### src/rtl/pipe_ctrl.sv
// pipe_ctrl: register scoreboard and stall generator beside the decode stage.
// Tracks destinations of in-flight long-latency ops and holds decode on
// RAW/WAW hazards against them, on a full scoreboard, or on an execute
// stall request. Also keeps a saturating count of stalled cycles.
module pipe_ctrl #(
  parameter int MAX_PENDING = 4,
  parameter int CNT_W       = 16
) (
  input  logic             clk,
  input  logic             rst,
  input  logic             id_valid_i,
  input  logic             id_reg1_read_i,
  input  logic [4:0]       id_reg1_addr_i,
  input  logic             id_reg2_read_i,
  input  logic [4:0]       id_reg2_addr_i,
  input  logic             id_wreg_i,
  input  logic [4:0]       id_waddr_i,
  input  logic             id_long_i,
  input  logic             stallreq_ex_i,
  input  logic             done_i,
  input  logic [4:0]       done_waddr_i,
  output logic [5:0]       stall_o,
  output logic [31:0]      pending_o,
  output logic [4:0]       pend_cnt_o,
  output logic [CNT_W-1:0] stall_cycles_o
);

  localparam logic [4:0] MAX_P = 5'(MAX_PENDING);

  // stall vector encodings, bit0 = pc ... bit5 = wb
  localparam logic [5:0] STALL_EX   = 6'b001111;
  localparam logic [5:0] STALL_ID   = 6'b000111;
  localparam logic [5:0] STALL_NONE = 6'b000000;

  logic [31:0]      pending_q;
  logic [4:0]       pend_cnt_q;
  logic [CNT_W-1:0] stall_cycles_q;

  logic       raw1, raw2, waw, full, stallreq_id;
  logic       long_wr, issue, clear;
  logic [5:0] stall;

  // Hazard detection against the registered scoreboard only; a completion
  // in the current cycle is not bypassed, so release costs one extra cycle.
  always_comb begin
    raw1        = id_valid_i & id_reg1_read_i & pending_q[id_reg1_addr_i];
    raw2        = id_valid_i & id_reg2_read_i & pending_q[id_reg2_addr_i];
    waw         = id_valid_i & id_wreg_i & pending_q[id_waddr_i];
    long_wr     = id_valid_i & id_wreg_i & id_long_i & (id_waddr_i != 5'd0);
    full        = long_wr & (pend_cnt_q == MAX_P);
    stallreq_id = raw1 | raw2 | waw | full;
  end

  // Stall vector with execute requests taking priority; forced idle in reset.
  always_comb begin
    stall = STALL_NONE;
    if (rst)                stall = STALL_NONE;
    else if (stallreq_ex_i) stall = STALL_EX;
    else if (stallreq_id)   stall = STALL_ID;
  end

  // Scoreboard update events; r0 is never tracked.
  always_comb begin
    issue = long_wr & (stall == STALL_NONE);
    clear = done_i & (done_waddr_i != 5'd0) & pending_q[done_waddr_i];
  end

  // Scoreboard bits: clear first so a same-register issue leaves the bit set.
  always_ff @(posedge clk) begin
    if (rst) begin
      pending_q <= '0;
    end else begin
      if (clear) pending_q[done_waddr_i] <= 1'b0;
      if (issue) pending_q[id_waddr_i]   <= 1'b1;
    end
  end

  // Occupancy count tracks the scoreboard; simultaneous issue+clear nets to zero.
  always_ff @(posedge clk) begin
    if (rst) begin
      pend_cnt_q <= '0;
    end else if (issue && !clear) begin
      pend_cnt_q <= pend_cnt_q + 5'd1;
    end else if (clear && !issue) begin
      pend_cnt_q <= pend_cnt_q - 5'd1;
    end
  end

  // Saturating stall-cycle performance counter.
  always_ff @(posedge clk) begin
    if (rst) begin
      stall_cycles_q <= '0;
    end else if ((stall != STALL_NONE) && (stall_cycles_q != '1)) begin
      stall_cycles_q <= stall_cycles_q + CNT_W'(1);
    end
  end

  assign stall_o        = stall;
  assign pending_o      = pending_q;
  assign pend_cnt_o     = pend_cnt_q;
  assign stall_cycles_o = stall_cycles_q;

endmodule

### config.mk
export PLATFORM = sky130hd
export DESIGN_NAME = pipe_ctrl
export DESIGN_NICKNAME = d
export VERILOG_FILES = /design/src/rtl/pipe_ctrl.sv
export SDC_FILE = /design/constraint.sdc
export NUM_CORES = 1
export LEC_CHECK = 0
export CORE_MARGIN = 3
export CORE_UTILIZATION = 45
export DETAILED_ROUTE_END_ITERATION = 16
export PLACE_DENSITY = 0.73
export SLEW_MARGIN = 20
export SYNTH_ARGS = -nofsm -noshare
export SYNTH_HDL_FRONTEND = slang
export SYNTH_SLANG_ARGS = --single-unit
### constraint.sdc
create_clock -name clk -period 12.3 [get_ports clk]
set_clock_uncertainty 0.2 [all_clocks]
set_input_delay 1.23 -clock clk [delete_from_list [all_inputs] [get_ports clk]]
set_output_delay 1.23 -clock clk [all_outputs]
set_load 0.1 [all_outputs]
* Word-level counts from Yosys, hierarchy flattened
Index checks and enable logic that the tools add are counted.
** Storage, ports and cells
- Output and inout bits :: 59
- Bits in registers :: 53
- Input bits :: 29
** Operators by class
- Order comparisons :: 6
- Reductions and logical operators :: 12
- Eq/ne operators :: 2
- Multiplexer cells :: 20
- Bitwise logic cells :: 18
- $add $sub $neg :: 3
** Operators with widths (number)
- $mux 32 :: 3
- $and 32x32->32 :: 1
- $not 32->32 :: 1
- $or 32x32->32 :: 1
- $lt 5x6->1 const B :: 4
- $bmux 1 s5 :: 4
- $add 16x1->16 const B :: 1
- $ne 16x16->1 const B :: 1
- $and 1x1->1 :: 12
- $demux 1 s5 :: 2
- $ge 5x1->1 const B :: 2
- $mux 5 :: 2
- $reduce_bool 5->1 :: 2
- $mux 4 :: 2
- $logic_not 6->1 :: 1
- $mux 1 :: 6
- $reduce_bool 6->1 :: 1
- $add 5x1->5 const B :: 1
- $eq 5x3->1 const B :: 1
- $logic_and 1x1->1 :: 5
- $sub 5x1->5 const B :: 1
- $mux 3 :: 1
- $or 1x1->1 :: 3
- $logic_not 1->1 :: 2
- $reduce_bool 2->1 :: 1

* Logic depth before layout (Yosys ltp)
- Depth in word-level cells :: 15
- Depth in mapped cells :: 18
- Gate-level depth less buffers :: 17

* Worst setup path after synthesis
Ideal clock, no wire load.
- Path type :: in2out
- Start point :: input port id_reg2_addr_i[0]
- End point :: output port stall_o[1]
- Data required time :: 10.870 ns
- Arrival :: 4.585 ns
- Path slack :: 6.285 ns
- Path buffers :: 2
- Cell stages on the path :: 9
- Path through :: buf_2 -> mux4_2 -> nor2_1 -> or4_1 -> a41oi_2 -> a2111oi_4 -> and2_2 -> nor2_1 -> buf_4
** On the way
- Cells in the longest elaborated chain, start to end :: 9
** RTL lines
- start: declaration :: line 15 : input logic [4:0] id_reg2_addr_i,
- $bmux 1 s5 :: line 47 : raw2 = id_valid_i & id_reg2_read_i & pending_q[id_reg2_addr_i];
- $mux 1 (implied by the code) :: line 47
- $and 1x1->1 :: line 47
- $or 1x1->1 (3 in a row) :: line 51 : stallreq_id = raw1 | raw2 | waw | full;
- $mux 3 :: line 59 : else if (stallreq_id) stall = STALL_ID;
- $mux 4 :: line 58 : else if (stallreq_ex_i) stall = STALL_EX;
- $mux 4 :: line 57 : if (rst) stall = STALL_NONE;
- end: declaration :: line 22 : output logic [5:0] stall_o,
Every way passes these cells. The select of a mux whose other input is x is not followed.

* Worst setup path in the final report
- Start point :: input port id_waddr_i[0]
- End point :: output port stall_o[1]
** On the way
- Cells in the longest elaborated chain, start to end :: 8
** RTL lines
- start: declaration :: line 17 : input logic [4:0] id_waddr_i,
- $bmux 1 s5 :: line 48 : waw = id_valid_i & id_wreg_i & pending_q[id_waddr_i];
- $mux 1 (implied by the code) :: line 48
- $and 1x1->1 :: line 48
- $or 1x1->1 :: line 51
- $or 1x1->1 * :: line 51
- $mux 3 * :: line 59
- $mux 4 * :: line 58
- $mux 4 * :: line 57
Every way passes the cells marked *; elsewhere a longest branch is shown, timed or not. The select of a mux whose other input is x is not followed.

==> qor.txt <==
LOGIC SYNTHESIS
-------------------------------------------------------------------------------------------------
Syn avg cell area                                                                        9.15 µm²
Post-synthesis sequential element count                                                        53
Main synth FF type                                                                   sky130_fd_sc_hd__dfxtp_1
Part of the Yosys area used for sequential elements                                         28.2%
Number of distinct library cell variants in the gate-level netlist after synthesis             61
Number of instances in the synthesized netlist                                                412
Post-synth EDFFs                                                                                0
Share of async-settable or async-resettable flops after synthesis                              0%
Netlist Area Pre-Place                                                                   3770 µm²
Warning count from the yosys run                                                                0

PLACED DESIGN
-------------------------------------------------------------------------------------------------
Port-buffer cells                                                                              85
RD Place Congestion                                                                         0.962
HPWL reported at the end of detailed placement                                            8540 µm

ROUTING
-------------------------------------------------------------------------------------------------
Antenna Violating Nets Remaining                                                                0
Remaining routing DRC violations                                                                0
First-iteration detailed-routing DRC count                                                    247
Wire length after detailed routing                                                       11600 µm
Vias per cell                                                                                6.27
Vias                                                                                         3614
Drt wl/cell                                                                               20.2 µm
First-pass iteration count of the detailed router                                               5

WORST SETUP PATH
-------------------------------------------------------------------------------------------------
Classification of the worst setup path                                                  in -> out
Type of element capturing the critical path                                           output port
Required time of the critical path                                                       10.87 ns
Highest fanout seen on the critical path                                                       21
Data arrival time at the worst-slack endpoint                                             5.14 ns
Element type at the critical path start                                                input port

CLOCK NETWORK
-------------------------------------------------------------------------------------------------
Clock insertion delay at the later pin of the skew report                                 0.31 ns
CTS HTree Levels                                                                                2
TritonCTS clock tree                                                                          yes
Inserted Clock Buffers                                                                          5
Number of setup buffers added after CTS                                                         0
Clock slew seen by the registers of the worst setup and hold paths                        0.10 ns
Number of gates given a new drive strength after cts                                            0
Clock sink total                                                                               53
CTS Hold Buffers Added                                                                          0
Buffer depth of the longest clock path                                                          2
Root Buffer Master                                                                   sky130_fd_sc_hd__clkbuf_8

STA
-------------------------------------------------------------------------------------------------
Slew @ Worst Pin                                                                          1.04 ns
Relative slew margins                                                                       30.3%
Setup repair after global routing missed its margin                                            no
Final hold viol count                                                                           0
Final min period                                                                          6.57 ns
Final-layout setup total negative slack                                                      0 ns
Max Slew Vio Count                                                                              0
Tightest hold margin                                                                     0.326 ns
Number of setup violations in the final report                                                  0
F_max                                                                                     152 MHz
Final period utilization                                                                    53.4%

LAYOUT
-------------------------------------------------------------------------------------------------
Top library cells by usage in the layout, fill and taps aside                        sky130_fd_sc_hd__clkdlybuf4s50_1 (85), sky130_fd_sc_hd__dfxtp_1 (53), sky130_fd_sc_hd__nor2_1 (33)
Leading cell type in the layout, fill and taps excluded                              sky130_fd_sc_hd__clkdlybuf4s50_1
Fraction of layout cells with a size suffix above 1                                         12.7%
Syn-to-layout area delta                                                                    25.0%
NumNets Final                                                                                 508
Antenna fix cells                                                                               0

GRT
-------------------------------------------------------------------------------------------------
Initial antenna violation count                                                                 0
Largest net degree at the start of global routing                                              40
Grt ovf                                                                                         0
First-pass GRT wire length                                                               18300 µm
Number of global-route vias before repair                                                    3338
GRT Util Overall                                                                            23.8%

FLOORPLANNING
-------------------------------------------------------------------------------------------------
Top-level I/O count                                                                            88
Die X                                                                                     97.5 µm
Starting utilization of the core area                                                       47.5%
Die Footprint                                                                            9510 µm²
Number of placement rows                                                                       32
Height of the chip                                                                        97.5 µm
Core area                                                                                7930 µm²

PWR
-------------------------------------------------------------------------------------------------
Max VDD drop                                                                              45.4 µV
PD cells                                                                              85.7 nW/µm²
Total leakage power                                                                       1.62 nW

HOLD PATH
-------------------------------------------------------------------------------------------------
Hold Path Class                                                                        reg -> reg

RUN STATUS
-------------------------------------------------------------------------------------------------
Status                                                                               complete, no violations

JOB
-------------------------------------------------------------------------------------------------
MaxCap Viol Count                                                                               0

==> cell usage after synthesis (3+ instances only) <==
| cell | instances | area share [%] |
|---|---|---|
| sky130_fd_sc_hd__dfxtp_1 | 53 | 28 |
| sky130_fd_sc_hd__nor2_1 | 33 | 3.3 |
| sky130_fd_sc_hd__mux2i_1 | 27 | 7.2 |
| sky130_fd_sc_hd__o21ai_0 | 23 | 3.1 |
| sky130_fd_sc_hd__nand3_1 | 21 | 2.8 |
| sky130_fd_sc_hd__o211ai_1 | 21 | 4.2 |
| sky130_fd_sc_hd__mux4_2 | 20 | 12 |
| sky130_fd_sc_hd__nand2_1 | 16 | 1.6 |
| sky130_fd_sc_hd__nor2b_1 | 16 | 2.7 |
| sky130_fd_sc_hd__mux2_2 | 13 | 3.9 |
| sky130_fd_sc_hd__clkbuf_1 | 12 | 1.2 |
| sky130_fd_sc_hd__inv_1 | 11 | 1.1 |
| sky130_fd_sc_hd__a21oi_1 | 10 | 1.3 |
| sky130_fd_sc_hd__o22ai_1 | 10 | 1.7 |
| sky130_fd_sc_hd__buf_2 | 8 | 1.1 |
| sky130_fd_sc_hd__buf_4 | 7 | 1.4 |
| sky130_fd_sc_hd__nand3b_1 | 7 | 1.4 |
| sky130_fd_sc_hd__a21o_1 | 6 | 1.2 |
| sky130_fd_sc_hd__nand2b_1 | 6 | 1.0 |
| sky130_fd_sc_hd__o21ai_1 | 6 | 0.80 |
| sky130_fd_sc_hd__and3_1 | 5 | 0.83 |
| sky130_fd_sc_hd__ha_1 | 5 | 1.7 |
| sky130_fd_sc_hd__nand4_1 | 5 | 0.83 |
| sky130_fd_sc_hd__nor3_1 | 5 | 0.66 |
| sky130_fd_sc_hd__o311ai_0 | 5 | 1.2 |
| sky130_fd_sc_hd__nor4_1 | 4 | 0.66 |
| sky130_fd_sc_hd__buf_6 | 3 | 0.90 |
| sky130_fd_sc_hd__o21ai_2 | 3 | 0.70 |
| sky130_fd_sc_hd__o32ai_1 | 3 | 0.70 |
| sky130_fd_sc_hd__or3_1 | 3 | 0.50 |
| sky130_fd_sc_hd__or3b_2 | 3 | 0.70 |
| sky130_fd_sc_hd__xnor2_1 | 3 | 0.70 |
==> final cells by class <==
class / instances / area (µm²)
clock buffers: 5 / 68.8
clock inverters: 3 / 68.8
fillers: 703 / 3220
inverters: 11 / 41.3
multi-input cells: 316 / 2480
flip-flops and latches: 53 / 1060
well taps: 102 / 128
repair buffers: 86 / 858
==> layer usage <==
| layer | vias to the layer above | routed length (µm) | global-route usage (%) |
|---|---|---|---|
| met2 | 172 | 5280 | 36.6 |
| met5 | - | 0 | 0 |
| li1 | 1682 | - | - |
| met4 | 0 | 233 | 7.14 |
| met1 | 1735 | 5100 | 33.3 |
| met3 | 25 | 1030 | 5.31 |
==> per-stage QoR <==
stage | power [mW] | instances | cell area, µm² | utilization, % | setup WS [ns]
global route | 0.418 | 576 | 4710 | 59.4 | 5.55
CTS | 0.405 | 576 | 4710 | 59.4 | 5.78
floorplan | 0.242 | 413 | 3770 | - | 6.29
finish | 0.404 | 576 | 4710 | 59.4 | 5.73
detailed placement | 0.264 | 568 | 4570 | 57.7 | 5.78
global placement | 0.263 | 568 | 4570 | 57.7 | 5.84
==> registers in the layout (all words and copies together) (netlist names) <==
register	count
stall_cycles_o	16
pending_o	32
pend_cnt_o	5
==> where the power goes <==
part / leakage (nW) / total, mW / internal, mW / switching [mW]
clock: 0.0687 / 0.143 / 0.0820 / 0.0610
combinational: 1.13 / 0.0839 / 0.0286 / 0.0553
sequential: 0.428 / 0.177 / 0.174 / 0.00315
total: 1.62 / 0.404 / 0.284 / 0.119
==> worst max-delay path: stages <==
cell and delay [ns]:
sky130_fd_sc_hd__clkdlybuf4s50_1 1.16, sky130_fd_sc_hd__mux2i_1 0.28, sky130_fd_sc_hd__o22ai_1 0.11, sky130_fd_sc_hd__nor4_1 0.37
sky130_fd_sc_hd__o22ai_1 0.19, sky130_fd_sc_hd__a2111oi_4 0.43, sky130_fd_sc_hd__and2_2 0.24, sky130_fd_sc_hd__nor2_1 0.10
sky130_fd_sc_hd__clkdlybuf4s50_1 1.01
==> kinds of logic (layout without fill, tap and decap cells) <==
family,after synthesis,in the layout,synth area share [%]
DFF,53,53,28.2
and+or+nand+nor,144,144,21.1
AOI/OAI and AO/OA,99,99,18.3
buffers and inverters,44,105,6.04
other,1,2,0.0995
xor gates and xnor gates,5,5,1.16
muxes,60,60,23.0
adders and majority gates,6,6,2.19
==> path summary, 6_finish.rpt <==
path / start / endpoint / slack, ns / cells after the start
worst min register to register: pend_cnt_o[4] / pend_cnt_o[4] / 0.33 / 2
worst max register to register: pending_o[30] / pend_cnt_o[4] / 8.10 / 16
worst min-delay path: pend_cnt_o[4] / pend_cnt_o[4] / 0.33 / 2
worst max-delay path: id_waddr_i[0] / stall_o[1] / 5.73 / 9
Note: power is estimated with default switching activity, not from simulation.
